===== src/rtl/tdf_stream_qin.sv =====
// tdf_stream_qin: per-channel input queue stage for TDF page modules.
// Each channel buffers {e, d} tokens in a DEPTH-entry FIFO, raises a registered
// back-pressure early enough to absorb SLACK in-flight tokens, and keeps sticky
// end-of-stream and overflow flags.
module tdf_stream_qin #(
  parameter int NCH   = 3,
  parameter int WIDTH = 8,
  parameter int DEPTH = 4,
  parameter int SLACK = 1
) (
  input  logic               clock,
  input  logic               reset,
  input  logic [NCH*WIDTH-1:0] in_d,
  input  logic [NCH-1:0]     in_e,
  input  logic [NCH-1:0]     in_v,
  output logic [NCH-1:0]     in_b,
  output logic [NCH*WIDTH-1:0] out_d,
  output logic [NCH-1:0]     out_e,
  output logic [NCH-1:0]     out_v,
  input  logic [NCH-1:0]     out_b,
  output logic [NCH-1:0]     eos_done,
  output logic [NCH-1:0]     ovf
);

  localparam int AW = $clog2(DEPTH);
  localparam logic [AW:0] FULL = (AW+1)'(DEPTH);
  localparam logic [AW:0] THR  = (AW+1)'(DEPTH - SLACK);

  genvar c;
  generate
    for (c = 0; c < NCH; c++) begin : g_ch
      logic [WIDTH:0]  mem [DEPTH];
      logic [AW-1:0]   rd_ptr, wr_ptr;
      logic [AW:0]     count, count_next;
      logic            push, pop, full, accept;
      logic            b_q, ovf_q, eos_q;
      logic [WIDTH:0]  head;

      // Push/pop decisions; a pop at full frees the slot for a same-edge push.
      always_comb begin
        full       = (count == FULL);
        pop        = (count != '0) && !out_b[c];
        push       = in_v[c];
        accept     = push && (!full || pop);
        count_next = count;
        if (accept && !pop)
          count_next = count + (AW+1)'(1);
        else if (pop && !accept)
          count_next = count - (AW+1)'(1);
      end

      assign head = mem[rd_ptr];

      // Token storage; contents are not reset, outputs are gated by out_v instead.
      always_ff @(posedge clock) begin
        if (accept)
          mem[wr_ptr] <= {in_e[c], in_d[c*WIDTH +: WIDTH]};
      end

      // Pointers, occupancy, registered back-pressure and sticky flags.
      always_ff @(posedge clock or posedge reset) begin
        if (reset) begin
          rd_ptr <= '0;
          wr_ptr <= '0;
          count  <= '0;
          b_q    <= 1'b0;
          ovf_q  <= 1'b0;
          eos_q  <= 1'b0;
        end else begin
          if (accept)
            wr_ptr <= wr_ptr + AW'(1);
          if (pop)
            rd_ptr <= rd_ptr + AW'(1);
          count <= count_next;
          b_q   <= (count_next >= THR);
          if (push && !accept)
            ovf_q <= 1'b1;
          if (pop && head[WIDTH])
            eos_q <= 1'b1;
        end
      end

      assign out_v[c]                 = (count != '0);
      assign out_d[c*WIDTH +: WIDTH]  = out_v[c] ? head[WIDTH-1:0] : '0;
      assign out_e[c]                 = out_v[c] ? head[WIDTH] : 1'b0;
      assign in_b[c]                  = b_q;
      assign ovf[c]                   = ovf_q;
      assign eos_done[c]              = eos_q;
    end
  endgenerate

endmodule

===== config.mk =====
export PLATFORM = sky130hd
export DESIGN_NAME = tdf_stream_qin
export DESIGN_NICKNAME = d
export VERILOG_FILES = /design/src/rtl/tdf_stream_qin.sv
export SDC_FILE = /design/constraint.sdc
export NUM_CORES = 1
export LEC_CHECK = 0
export BUFFER_PORTS_ARGS = -buffer_cell sky130_fd_sc_hd__buf_2
export CORE_MARGIN = 10
export CORE_UTILIZATION = 35
export CTS_CLUSTER_DIAMETER = 150
export DETAILED_ROUTE_END_ITERATION = 16
export SYNTH_ARGS = -nofsm -noshare
export SYNTH_HDL_FRONTEND = slang
export SYNTH_SLANG_ARGS = --single-unit

===== constraint.sdc =====
create_clock -name clock -period 3.25 [get_ports clock]
set_clock_uncertainty 0.05 [all_clocks]
set_input_delay 0.325 -clock clock [delete_from_list [all_inputs] [get_ports clock]]
set_output_delay 0.325 -clock clock [all_outputs]
set_load 0.05 [all_outputs]

==> results.py <==
metrics = {
    "drt": {
        "drt_wl_total_um": 11700,
        "drt_first_pass_iters": 4,
        "vias_per_cell": 4.85,
        "drtIter0Drc": 188,
        "wl_per_cell_um": 17.3,
        "antenna_left": 0,
        "vias": 3267,
        "drc_errors": 0,
    },
    "critical_path": {
        "worst-path-max-fanout": 12,
        "path_class": "reg2out",
        "crit_required_ps": 2870,
        "crit_path_start": "g_ch[0].count[1]$_DFF_PP0_",
        "regToRegStartpoint": "g_ch[0].count[1]$_DFF_PP0_",
        "rrSetupSlack_ps": 900,
        "startpoint_type": "register",
        "crit_arrival_ps": 2450,
        "endpoint_kind": "output port",
    },
    "finish": {
        "areaGrowthSynthToFinish_pct": 18.6,
        "fin_util_pct": 42.7,
        "nets": 496,
        "fillerInstances": 1500,
        "drive_gt1_share_pct": 29.4,
    },
    "logic_synthesis": {
        "ys_ff_latch": 138,
        "synth_top_family_by_area": "multiplexers",
        "synth_top_area_share_pct": 53.9,
        "synth_fa_ha_area_share_pct": 4.36,
        "synth-xor-area-share_pct": 1.75,
        "yosysSeqAreaShare_pct": 66.3,
        "synth.distinct_cells": 42,
        "synth_mux_area_share_pct": 10.1,
        "synthTopCellsByArea": "edfxtp_1 (54%), dfrtp_1 (12%), mux4_2 (10%)",
        "syn_inst": 374,
        "yosys_most_used_dff": "edfxtp_1",
        "synthesis.nets": 430,
        "yosysWarnings": 0,
        "synth_edf_count": 108,
        "syn_area_um2": 6020,
        "ys_async_sr_fraction_pct": 21.7,
        "yosys.area_share.simple_pct": 7.32,
        "synth_top_area_cell": "edfxtp_1",
        "synth_compound_area_share_pct": 5.94,
        "avgSynthCellArea_um2": 16.1,
    },
    "clock_tree": {
        "hold_buffers": 1,
        "cts_tree": "yes",
        "cts_buffers": 17,
        "cts.sinks": 138,
        "clk_path_buf_depth": 2,
        "post_cts.repair.setup_buffers": 0,
        "cts-root-buf": "clkbuf_16",
        "cts_resized": 0,
        "clk_pin_slew_ps": 60,
        "htree_num_levels": 4,
        "clock_latency_ps": 410,
    },
    "placement": {
        "dp_hpwl_um": 8020,
        "place_congestion": 0.708,
        "port_buffers": 73,
        "pre_cts_slack_ps": 794,
    },
    "timing": {
        "fin_crit_ps": 2820,
        "slew_viol_final": 0,
        "rsz0062_at_grt": "false",
        "fmaxAchievable_mhz": 354,
        "finalHoldViolCount": 0,
        "timing.hold.ws_ps": 67.7,
        "fin_tns_setup_ps": 0,
        "slew_headroom_pct": 40.1,
        "layout_setup_ws_ps": 426,
        "tightestPinTransition_ps": 896,
        "setup_viol": 0,
        "finalCritPeriodShare_pct": 86.9,
    },
    "floorplan": {
        "initial_core_util_pct": 36.0,
        "die-width_um": 151,
        "fp.dieArea_um2": 22800,
        "die_h_um": 151,
        "coreArea_um2": 16700,
        "ioPinCount": 74,
        "core.rowCount": 47,
    },
    "power": {
        "p_switching_uw": 3050,
        "switching_share_pct": 39.2,
        "p_int_uw": 4730,
        "ir_drop_mv": 0.643,
        "p_seq_share_pct": 35.2,
        "clkPwrFrac_pct": 26.5,
        "power.leakage_uw": 0.00270,
        "powerDensity_nw_per_um2": 1090,
        "power_frac_comb_pct": 38.4,
    },
    "global_routing": {
        "grt_pass1_vias": 3586,
        "grt_max_degree": 31,
        "grt-ovfl-total": 0,
        "grt_usage_pct": 11.0,
        "grt_pass1_wl_um": 19100,
        "antenna_found_initial": 2,
    },
    "outcome": {
        "status": "finished, final reports clean",
    },
    "run": {
        "maxCapViolations": 0,
    },
    "worst_hold_path": {
        "hold_path.class": "in2reg",
        "min-delay-start": "in_d[11]",
    },
}
-- power by group through the flow --
stage / Combinational [uW] / Sequential (uW) / Clock (uW)
finish: 2980 / 2730 / 2060
global route: 3230 / 2810 / 2180
CTS: 3030 / 2750 / 2110
detailed placement: 3020 / 2780 / 0
global placement: 2970 / 2760 / 0
floorplan: 2600 / 2530 / 0
-- cell families after synthesis --
| group | count (synthesis) |
|---|---|
| AND/OR/NAND/NOR | 76 |
| XOR/XNOR | 12 |
| adder cells (fa/ha/maj) | 21 |
| AO/OA/AOI/OAI | 51 |
| multiplexers | 27 |
| flip-flops | 138 |
| buffers and inverters | 49 |
-- cell usage in the layout, fill, tap and decap left out, types with 4 or more instances in the layout --
| cell type | instances |
|---|---|
| a31oi_1 | 5 |
| xnor2_1 | 9 |
| mux4_2 | 27 |
| bufinv_16 | 5 |
| clkbuf_16 | 17 |
| a21oi_1 | 7 |
| ha_1 | 21 |
| inv_1 | 21 |
| and2_1 | 13 |
| a21o_1 | 8 |
| buf_2 | 73 |
| dfrtp_1 | 30 |
| edfxtp_1 | 108 |
| o21ai_0 | 12 |
| nor2_1 | 4 |
| nor2b_1 | 29 |
| nand2_1 | 14 |
-- state kept, by name, summed over array words and instances, names as in the netlist --
signal and cells:
g_ch.b_q 3, g_ch.count 9, g_ch.eos_q 3, g_ch.mem 108, g_ch.ovf_q 3, g_ch.rd_ptr 6, g_ch.wr_ptr 6
-- critical path: stages (launching register included) --
cell and delay (ps):
dfrtp_1 400, inv_1 130, ha_1 340, nor2b_1 760, nor2b_1 140, buf_2 260
-- synthesized netlist by cell type, drive strengths merged, types with 2 or more instances --
cell / instances
inv: 21
nand3: 3
o32a: 2
a31oi: 5
mux4: 27
nor4b: 2
xnor2: 9
nor2: 6
and2: 13
edfxtp: 108
clkbuf: 6
buf: 22
a221oi: 2
nand2: 14
o21ai: 13
a21o: 8
xor2: 3
nand3b: 2
a41o: 3
a21oi: 7
ha: 21
dfrtp: 30
nor2b: 30
a211oi: 3
nor3: 2
-- stage by stage --
step / instance area (um^2) / std cells / power (uW)
final: 7140 / 674 / 7780
after global placement: 6490 / 640 / 5730
after floorplan: 6020 / 374 / 5120
after global routing: 7140 / 673 / 8220
after detailed placement: 6490 / 640 / 5800
after CTS: 7140 / 673 / 7890
-- layout make-up --
class	count	area, um^2	share of cell area (%)
multi-input combinational	187	1770	24.9
clock buffer	18	429	6.01
sequential	138	3990	56.0
antenna	1	2.50	0.0351
clock inverter	14	201	2.82
timing repair buffer	75	383	5.36
inverter	21	78.8	1.10
tap	220	275	3.86
-- path summary, 6_finish.rpt --
| check | to | cells after the start |
|---|---|---|
| setup / recovery | out_d[7] | 5 |
| hold / removal | g_ch[1].mem[3][3]$_DFFE_PP_ | 1 |
| setup reg to reg | g_ch[0].b_q$_DFF_PP0_ | 7 |
| hold reg to reg | g_ch[0].eos_q$_DFFE_PP0P_ | 1 |
| max in group asynchronous | g_ch[2].count[0]$_DFF_PP0_ | 4 |
| min in group asynchronous | g_ch[0].b_q$_DFF_PP0_ | 4 |
-- metal layers --
metal,wire [um],vias to the layer above,global-route usage (%)
met5,7,-,0
met4,184,2,4.62
met3,802,19,4.53
met2,5630,91,17.8
met1,5040,1626,12.7
li1,-,1529,-
(Power assumes the default switching activity.)
